### config.mk
export PLATFORM = sky130hd
export DESIGN_NAME = uart_bus_arbiter
export DESIGN_NICKNAME = d
export VERILOG_FILES = /design/src/rtl/uart_bus_arbiter.sv
export SDC_FILE = /design/constraint.sdc
export NUM_CORES = 1
export LEC_CHECK = 0
export BUFFER_PORTS_ARGS = -buffer_cell sky130_fd_sc_hd__buf_2
export CORE_AREA = 2 2 121 123
export CTS_CLUSTER_SIZE = 12
export DETAILED_ROUTE_END_ITERATION = 10
export DIE_AREA = 0 0 123 125
export GPL_TIMING_DRIVEN = 0
export PLACE_DENSITY = 0.49
export SLEW_MARGIN = 20
export SYNTH_ARGS = -nofsm -noshare
export SYNTH_HDL_FRONTEND = slang
export SYNTH_SLANG_ARGS = --single-unit
export TNS_END_PERCENT = 5
### constraint.sdc
create_clock -name clk -period 1.8 [get_ports clk]
set_input_delay 0.54 -clock clk [delete_from_list [all_inputs] [get_ports clk]]
set_output_delay 0.54 -clock clk [all_outputs]
set_load 0.05 [all_outputs]
### src/rtl/uart_bus_arbiter.sv
// Two-master Avalon-MM arbiter sharing one slave between the CPU (m0) and a UART host (m1).
// Define UART_ARB_ROUND_ROBIN_EN for round-robin tie breaking; fixed m0 priority otherwise.
module uart_bus_arbiter #(
    parameter int ADDR_W = 32,
    parameter int DATA_W = 32
) (
    input  logic                  clk,
    input  logic                  rst,

    input  logic                  m0_avn_read,
    input  logic                  m0_avn_write,
    input  logic [ADDR_W-1:0]     m0_avn_address,
    input  logic [DATA_W/8-1:0]   m0_avn_byte_enable,
    input  logic [DATA_W-1:0]     m0_avn_writedata,
    output logic [DATA_W-1:0]     m0_avn_readdata,
    output logic                  m0_avn_waitrequest,

    input  logic                  m1_avn_read,
    input  logic                  m1_avn_write,
    input  logic [ADDR_W-1:0]     m1_avn_address,
    input  logic [DATA_W/8-1:0]   m1_avn_byte_enable,
    input  logic [DATA_W-1:0]     m1_avn_writedata,
    output logic [DATA_W-1:0]     m1_avn_readdata,
    output logic                  m1_avn_waitrequest,

    output logic                  s_avn_read,
    output logic                  s_avn_write,
    output logic [ADDR_W-1:0]     s_avn_address,
    output logic [DATA_W/8-1:0]   s_avn_byte_enable,
    output logic [DATA_W-1:0]     s_avn_writedata,
    input  logic [DATA_W-1:0]     s_avn_readdata,
    input  logic                  s_avn_waitrequest,

    output logic [1:0]            grant
);

    typedef enum logic [1:0] {
        IDLE = 2'b00,
        GNT0 = 2'b01,
        GNT1 = 2'b10
    } state_t;

    state_t state_q, state_d;
    logic   last_gnt_q, last_gnt_d;   // 0 = m0, 1 = m1
    logic   req0_s, req1_s;
    logic   pick1_s;

    assign req0_s = m0_avn_read | m0_avn_write;
    assign req1_s = m1_avn_read | m1_avn_write;

    // Winner selection when arbitrating out of IDLE
    always_comb begin
        pick1_s = 1'b0;
`ifdef UART_ARB_ROUND_ROBIN_EN
        if (req0_s && req1_s) begin
            pick1_s = ~last_gnt_q;
        end else begin
            pick1_s = req1_s;
        end
`else
        if (req0_s) begin
            pick1_s = 1'b0;
        end else begin
            pick1_s = req1_s;
        end
`endif
    end

    // State and last-grant registers
    always_ff @(posedge clk) begin
        if (rst) begin
            state_q    <= IDLE;
            last_gnt_q <= 1'b1;
        end else begin
            state_q    <= state_d;
            last_gnt_q <= last_gnt_d;
        end
    end

    // Next-state logic: one transfer per grant, abandoned requests release the bus
    always_comb begin
        state_d    = state_q;
        last_gnt_d = last_gnt_q;
        case (state_q)
            IDLE: begin
                if (req0_s || req1_s) begin
                    state_d    = pick1_s ? GNT1 : GNT0;
                    last_gnt_d = pick1_s;
                end else begin
                    state_d = IDLE;
                end
            end
            GNT0: begin
                if (!req0_s || !s_avn_waitrequest) begin
                    state_d = IDLE;
                end else begin
                    state_d = GNT0;
                end
            end
            GNT1: begin
                if (!req1_s || !s_avn_waitrequest) begin
                    state_d = IDLE;
                end else begin
                    state_d = GNT1;
                end
            end
            default: begin
                state_d = IDLE;
            end
        endcase
    end

    // Slave request mux and master waitrequest steering
    always_comb begin
        s_avn_read         = 1'b0;
        s_avn_write        = 1'b0;
        s_avn_address      = {ADDR_W{1'b0}};
        s_avn_byte_enable  = {(DATA_W/8){1'b0}};
        s_avn_writedata    = {DATA_W{1'b0}};
        m0_avn_waitrequest = 1'b1;
        m1_avn_waitrequest = 1'b1;
        case (state_q)
            GNT0: begin
                s_avn_read         = m0_avn_read;
                s_avn_write        = m0_avn_write;
                s_avn_address      = m0_avn_address;
                s_avn_byte_enable  = m0_avn_byte_enable;
                s_avn_writedata    = m0_avn_writedata;
                m0_avn_waitrequest = s_avn_waitrequest;
            end
            GNT1: begin
                s_avn_read         = m1_avn_read;
                s_avn_write        = m1_avn_write;
                s_avn_address      = m1_avn_address;
                s_avn_byte_enable  = m1_avn_byte_enable;
                s_avn_writedata    = m1_avn_writedata;
                m1_avn_waitrequest = s_avn_waitrequest;
            end
            default: begin
                s_avn_read = 1'b0;
            end
        endcase
    end

    assign m0_avn_readdata = s_avn_readdata;
    assign m1_avn_readdata = s_avn_readdata;
    assign grant           = state_q;

endmodule

Yosys cells after proc, flatten, opt, wreduce, memory -nomap -nowiden
Cells that the tools add are included.
W data, S select, Z words.
{"block": "word_totals", "ff_bits": 2, "input_bits": 175, "out_inout_bits": 138, "word_cells": 25}
{"block": "op_classes", "eq_ne": 2, "n_mux": 13, "bitwise_logic": 2, "reduce_logical": 7}
{"cell": "$pmux W32 S2", "n": 2}
{"cell": "$pmux W4 S2", "n": 1}
{"cell": "$mux W2", "n": 3}
{"cell": "$pmux W2 S3", "n": 1}
{"cell": "$mux W1", "n": 4}
{"cell": "$pmux W1 S2", "n": 2}
{"cell": "$logic_not A1 Y1", "n": 3}
{"cell": "$logic_or A1 B1 Y1", "n": 3}
{"cell": "$eq A2 B1 Y1 const B", "n": 1}
{"cell": "$eq A2 B2 Y1 const B", "n": 1}
{"cell": "$logic_not A2 Y1", "n": 1}
{"cell": "$or A1 B1 Y1", "n": 2}

Longest topological paths before layout
Gate-level depths: netlist of run 1.
{"block": "logic_depth", "word_depth": 5, "depth_mapped": 6, "ltp_nobuf": 4}

Least setup slack after synthesis of run 1
Ideal clock, no wire load.
{"block": "synth_path", "path_kind": "reg2out", "startpoint": "register state_q[0] (netlist: grant[0])", "endpoint": "output port s_avn_address[0]", "t_arrival_ns": 2.150, "required_time_ns": 1.260, "slack_ns": -0.890, "stages_incl_launch_ff": 5, "n_path_buf": 1, "cell_sequence": "dfxtp_1 inv_1 ha_1 clkbuf_1 nor2b_1"}
{"block": "synth_via", "elab_chain_cells": 2, "elab_cells_between_ends": 3, "cone_classes": "eq/ne (2); mux (1)"}
{"item": "start: declaration", "line_no": "43", "source": "state_t state_q, state_d;"}
{"item": "start signal: assignment", "line_no": "75", "source": "state_q <= state_d;"}
{"item": "$eq A2 B2 Y1 / $eq A2 B1 Y1 (equally long branches)", "line_no": "122", "source": "case (state_q)"}
{"item": "$pmux W32 S2 (*)", "line_no": "122"}
{"item": "end: declaration", "line_no": "28", "source": "output logic [ADDR_W-1:0] s_avn_address,"}
Mark *: on every way between the ends. The rest lies on a longest branch, timed or not.

Worst setup path after layout of run 1
{"block": "layout_path", "startpoint": "register state_q[0] (netlist: grant[0])", "endpoint": "output port s_avn_writedata[14]"}
{"block": "layout_via", "elab_chain_cells": 2, "elab_cells_between_ends": 3, "cone_classes": "eq/ne (2); mux (1)"}
{"item": "$eq A2 B2 Y1 / $eq A2 B1 Y1 (equally long branches)", "line_no": "122"}
{"item": "$pmux W32 S2 (*)", "line_no": "122"}
{"item": "end: declaration", "line_no": "30", "source": "output logic [DATA_W-1:0] s_avn_writedata,"}
Marks and branches as above.

==> summary.md, run 1 <==
| Metric | Value |
|---|---|
| Startpoint Class | flip-flop |
| Layout Cells excl Fill | 719 |
| Dpl hpwl | 8370 um |
| Slew Limit Fails | 0 |
| Synth Register Bits | 2 |
| Worst Path Required | 1.26 ns |
| Failing checks | setup timing |
| Post-Synthesis Cell Area | 0.00174 mm^2 |
| Nets@finish | 716 |
| Layout cells sized above 1 | 0.959 |
| Synth unique cells | 15 |
| Utilization after layout | 0.341 |
| Fmax | 472 MHz |
| Crit. End Element | output pin |
| 1st-pass router iterations | 4 |
| Post-route cell area | 0.00484 mm^2 |
| P&R area growth vs syn | 179% |
| Post-Syn Instances | 245 |
| CTS tree | built |
| RSZ-0062 raised after global routing | yes |
| Synth warn | 0 |
| CTS Hold Bufs | 0 |
| Die width | 123 um |
| Core Rows | 44 |
| Core area | 0.0142 mm^2 |
| CTS root buffer | clkbuf_16 |
| Worst r2r src | grant[0] |
| IO Port Bufs | 280 |
| Number of DRC markers in iteration 0 | 16 |
| DRT Wirelength | 10200 um |
| Hold_ws | 0.539 ns |
| Final WS setup | -0.319 ns |
| Clk sinks | 2 |
| Clk buf depth | 2 |
| Initial antenna violation count | 1 |
| Register area share after synthesis | 0.0230 |
| Max FFs per register | 2 |
| CP max stage cell | dfxtp_4 |
| GRT Resource Usage Total | 0.117 |
| Cell mode on critical path | buf_12 |
| Initial Util | 0.122 |
| Flop-to-flop setup slack | 0.35 ns |
| WS Path Type | flip-flop to output pin |
| Setup-failing EPs final | 71 |
| Worst vdd ir | 0.247 mV |
| Clock transition at path regs | 0.03 ns |
| Placed Cells incl. Taps | 709 |
| WL per Instance | 14.2 um |
| Vias per cell | 3.97 |
| Die span in y | 125 um |
| PwrDens | 447 mW/mm^2 |
| H-tree depth | 1 |
| FF-to-FF path depth | 6 |
| End of the critical path | s_avn_writedata[14] |
| Max cap viols | 0 |
| Final weighted congestion in routability-driven placement | 0.754 |
| Post-route ant nets | 0 |
| Leak | 2.21 nW |
| Largest net degree at the start of global routing | 11 |
| Max_slew headroom | 0.798 |
| Worst slew pin tran | 0.303 ns |
| CP peak stage delay | 0.37 ns |
| Status | finished with violations |
| Die footprint | 0.0154 mm^2 |
| DR vias | 2853 |
| Avg Inst Size Synth | 7.10 um^2 |
| Fin crit share | 1.18 |
| Skew final | 0.00154 ns |
| Reg-to-reg endpoint | grant[1] |
| Syn_nets | 425 |
| Crit path cell chain | inv_4 > ha_4 > buf_12 > buf_12 > a22oi_2 > nor2b_2 > buf_6 |
| Area post-placement | 0.00365 mm^2 |
| # fillers | 1457 |
| Number of global-route vias before repair | 2862 |
| Clk_lat worst skew | 0.22 ns |
| Tmin final | 2.12 ns |
| Tightest Hold Check Type | input pin to flip-flop |
| Total gr overflow | 0 |
| Drc violations | 0 |
| First-pass GRT wire length | 14200 um |
| Critical Path AT | 1.58 ns |
| TNS Setup | -18.33 ns |
| CTS buffer count | 3 |
| Crit path from | grant[0] |
| Final Hold Violating Endpoints | 0 |
| Boundary Pins | 313 |
| Maximum fanout along the worst path | 5 |
## metrics by stage
stage | worst slack, ns | total power [W]
after floorplan | -0.231 | 0.00110
after detailed placement | -0.420 | 0.00150
after global placement | -0.397 | 0.00149
after CTS | -0.327 | 0.00217
final | -0.319 | 0.00217
after global routing | -0.362 | 0.00227
## cell usage in the layout (no fill, tap or decap)
cell,synthesis,routed
a2111oi_4,1,1
a21oi_1,1,1
a22oi_1,70,14
a22oi_2,0,56
buf_12,0,6
buf_16,0,1
buf_2,14,208
buf_4,66,68
buf_6,0,75
buf_8,0,9
clkbuf_16,0,3
clkbuf_8,0,6
dfxtp_4,0,2
diode_2,0,1
ha_1,5,2
ha_4,0,3
inv_4,0,2
nand2_1,1,1
nand2b_1,2,1
nand2b_4,0,1
nor2_1,2,2
nor2b_2,0,47
nor2b_4,0,23
nor4_1,1,1
or3b_4,1,1
## report_power, final
part,total [W],leakage [nW],switching [W],internal (W)
Clock,0.000335,0.0370,0.0000525,0.000283
Combinational,0.00178,2.15,0.00100,0.000771
Sequential,0.0000541,0.0178,0.00000654,0.0000476
## Yosys cell counts
| cell | number | area, um^2 |
|---|---|---|
| a2111oi_4 | 1 | 27.5 |
| a21oi_1 | 1 | 5.00 |
| a22oi_1 | 70 | 526 |
| buf_2 | 14 | 70.1 |
| buf_4 | 66 | 495 |
| clkbuf_1 | 7 | 26.3 |
| dfxtp_1 | 2 | 40.0 |
| ha_1 | 5 | 62.6 |
| inv_1 | 2 | 7.51 |
| nand2_1 | 1 | 3.75 |
| nand2b_1 | 2 | 12.5 |
| nor2_1 | 2 | 7.51 |
| nor2b_1 | 70 | 438 |
| nor4_1 | 1 | 6.26 |
| or3b_4 | 1 | 11.3 |
## cells by family after synthesis
kind of cell             Yosys count  synth area share
AO/OA/AOI/OAI                     72             0.321
adder cells (fa/ha/maj)            5            0.0360
flip-flops                         2            0.0230
buffers and inverters             89             0.345
AND/OR/NAND/NOR                   77             0.276
## how the worst min path moves through the flow
stage | start | end | slack [ns] | cells after the start
6_report | rst | grant[1] | 0.54 | 2
5_1_grt | rst | grant[0] | 0.54 | 2
4_1_cts | rst | grant[1] | 0.54 | 2
3_5_place_dp | grant[1] | grant[1] | 0.67 | 2
3_3_place_gp | grant[1] | grant[1] | 0.66 | 2
2_1_floorplan | rst | grant[1] | 0.61 | 1
## what timing repair did
action,4_1_cts,5_1_grt
pin swaps,17,8
cloned,2,0
resized for setup,269,13
setup endpoints to repair,71,72
buffers inserted,3,2
## layer usage
metal,share of wire,GRT usage
met1,0.37,0.128
met2,0.53,0.235
met3,0.090,0.0187
met4,0.0047,0.0154
met5,0,0
## worst max-delay path: cells and delay by family, from the launching register on
kind	cells	cell delay, ns
adder cells (fa/ha/maj)	1	0.17
AND/OR/NAND/NOR	1	0.08
flip-flops	1	0.37
buffers and inverters	4	0.48
AO/OA/AOI/OAI	1	0.25
## cell type report
cell class	instances	area [um^2]	area share
inverters	2	12.5	0.00258
diodes	1	2.50	0.000517
plain buffers	86	801	0.165
clock buffers	3	75.1	0.0155
repair buffers	287	1960	0.405
multi-input cells	154	1720	0.354
well taps	184	230	0.0475
flip-flops and latches	2	47.5	0.00981
(Power assumes the default switching activity.)
==> inputs of run 2 (changes only) <==
Clock period 1.8 ns to 2.05 ns, I/O delays scaled along.
==> summary.md, run 2 (same netlist as run 1, synthesis figures left out) <==
| Metric | Value |
|---|---|
| Status | finished with violations |
| Failing checks | setup timing |
| Initial antenna violation count | 0 (-1) |
| Fin crit share | 1.07 |
| Worst slew pin tran | 0.281 ns (-0.0223 ns) |
| RSZ-0062 raised after global routing | yes |
| DRT Wirelength | 9660 um (-5.2%) |
| DR vias | 2868 (+0.53%) |
| PwrDens | 392 mW/mm^2 (-12%) |
| Flop-to-flop setup slack | 0.62 ns (+0.27 ns) |
| Commonest non-fill, non-tap cell in the layout | buf_2 |
| Critical Path AT | 1.57 ns (about the same) |
| CTS Hold Bufs | 0 (unchanged) |
| Die width | 123 um (unchanged) |
| 1st-pass router iterations | 3 (-1) |
| Dpl hpwl | 7250 um (-13%) |
| Leak | 2.24 nW (+1.6%) |
| Max FFs per register | 2 (unchanged) |
| Place WS | -0.478 ns (-0.0572 ns) |
| Tightest Hold Check Type | input pin to flip-flop |
| Slew Limit Fails | 0 (unchanged) |
| Total gr overflow | 0 (unchanged) |
| Max cap viols | 0 (unchanged) |
| Clock transition at path regs | 0.03 ns (about the same) |
| Layout cells sized above 1 | 0.974 (+0.0152) |
| Buf+Inv Stages, Crit Path | 4 (unchanged) |
| P&R area growth vs syn | 186% |
| Reg-to-reg endpoint | grant[1] |
| First-pass GRT wire length | 14200 um (about the same) |
| Area post-placement | 0.00361 mm^2 (-1.0%) |
| Number of DRC markers in iteration 0 | 46 (+30) |
| Worst vdd ir | 0.387 mV (+57%) |
| Post-route ant nets | 0 (unchanged) |
| Crit path max-delay family | buffers and inverters |
| Drc violations | 0 (unchanged) |
| Utilization after layout | 0.350 (+0.00916) |
| Die footprint | 0.0154 mm^2 (unchanged) |
| End of the critical path | s_avn_address[1] |
| Clk buf depth | 2 (unchanged) |
| WL per Instance | 13.4 um (-5.7%) |
| Worst Path Required | 1.43 ns (+0.17 ns) |
| Fmax | 458 MHz |
| Largest net degree at the start of global routing | 11 (unchanged) |
| CTS buffer count | 3 (unchanged) |
| Final weighted congestion in routability-driven placement | 0.738 (-2.1%) |
| WS Path Type | flip-flop to output pin |
| CP Depth | 7 (unchanged) |
| Crit path cell chain | buf_6 > ha_4 > buf_12 > buf_12 > a22oi_2 > nor2b_4 > buf_8 |
| Max_slew headroom | 0.813 (+0.0148) |
| GRT Resource Usage Total | 0.114 (-0.00308) |
| Hold_ws | 0.596 ns (+0.0575 ns) |
| Setup-failing EPs final | 70 (-1.4%) |
| Boundary Pins | 313 (unchanged) |
| Final Hold Violating Endpoints | 0 (unchanged) |
| Die span in y | 125 um (unchanged) |
| CTS tree | built |
| Maximum fanout along the worst path | 6 (+1) |
| Cell mode on critical path | buf_12 |
| CP max stage cell | dfxtp_4 |
| Most frequent cells in the layout | buf_2, buf_6, buf_4 |
| Crit. End Element | output pin |
| Crit path from | grant[0] |
| Nets@finish | 721 (+0.70%) |
| Final WS setup | -0.136 ns (+0.184 ns) |
| CP peak stage delay | 0.33 ns (-0.04 ns) |
| Post-layout power | 0.00195 W (-10%) |
| H-tree depth | 1 (unchanged) |
| Clk sinks | 2 (unchanged) |
| Skew final | 0.000247 ns (-0.00129 ns) |
| Core Rows | 44 (unchanged) |
| IO Port Bufs | 280 (unchanged) |
| Initial Util | 0.122 (unchanged) |
| Core area | 0.0142 mm^2 (unchanged) |
| Antenna Cells | 0 (-1) |
| Number of global-route vias before repair | 2945 (+2.9%) |
| Tmin final | 2.19 ns |
| CTS root buffer | clkbuf_16 |
| Worst r2r src | grant[0] |
| Post-route cell area | 0.00497 mm^2 (+2.7%) |
| FF-to-FF path depth | 6 (unchanged) |
| Clk_lat worst skew | 0.22 ns (about the same) |
| Startpoint Class | flip-flop |
| Vias per cell | 3.97 (about the same) |
run 2: changes by cell type in the layout (fill, tap and decap cells not counted), moves of 2 or more:
cell / delta
a22oi_2: +9
a22oi_1: -9
buf_6: -6
nor2b_2: +6
buf_12: +5
buf_8: +2
nor2b_4: -6
run 2: report_power, final:
group	internal, W	total (W)	switching [W]
Sequential	0.0000417	0.0000452	0.00000350
Combinational	0.000721	0.00161	0.000891
Clock	0.000248	0.000291	0.0000433
run 2: metal layers:
| metal | track usage | up-vias | wire (um) |
|---|---|---|---|
| li1 | - | 1397 | - |
| met1 | 0.127 | 1313 | 3480 |
| met2 | 0.227 | 154 | 5330 |
| met3 | 0.0196 | 4 | 797 |
| met4 | 0.0114 | 0 | 49 |
| met5 | 0 | - | 0 |
run 2: layout make-up:
cell class | count | area [um^2]
Fill cell | 1478 | 9230
Inverter | 2 | 10.0
Clock buffer | 3 | 75.1
Multi-Input combinational cell | 154 | 1720
Sequential cell | 2 | 47.5
Timing Repair Buffer | 291 | 2030
Tap cell | 184 | 230
Buffer | 87 | 863
run 2: worst min path at each step:
stage | startpoint | endpoint | depth (start not counted) | slack, ns
3_3_place_gp | grant[0] | grant[1] | 2 | 0.65
3_5_place_dp | grant[0] | grant[1] | 2 | 0.65
4_1_cts | rst | grant[1] | 2 | 0.59
2_1_floorplan | rst | grant[1] | 1 | 0.68
5_1_grt | rst | grant[1] | 2 | 0.61
6_report | rst | grant[1] | 2 | 0.60
run 2: repair_timing:
item | in CTS | in global routing
pin swaps | 15 | 9
setup buffers | 6 | 0
endpoints found under the setup margin | 71 | 71
gates resized for setup | 289 | 21
gates cloned | 5 | 0
run 2: worst reg2reg max path, cell delays in order, from the launching register on:
cell and delay, ns:
dfxtp_4 0.33, inv_2 0.10, ha_4 0.15, buf_12 0.16
buf_12 0.15, nand2_1 0.09, a2111oi_4 0.33
run 2: metrics by stage:
step                      setup TNS (ns)  instances
after floorplan                   -10.22        245
after global placement            -23.19        709
after detailed placement          -23.74        709
after CTS                          -6.67        723
after global routing              -10.10        723
final                              -5.80        723
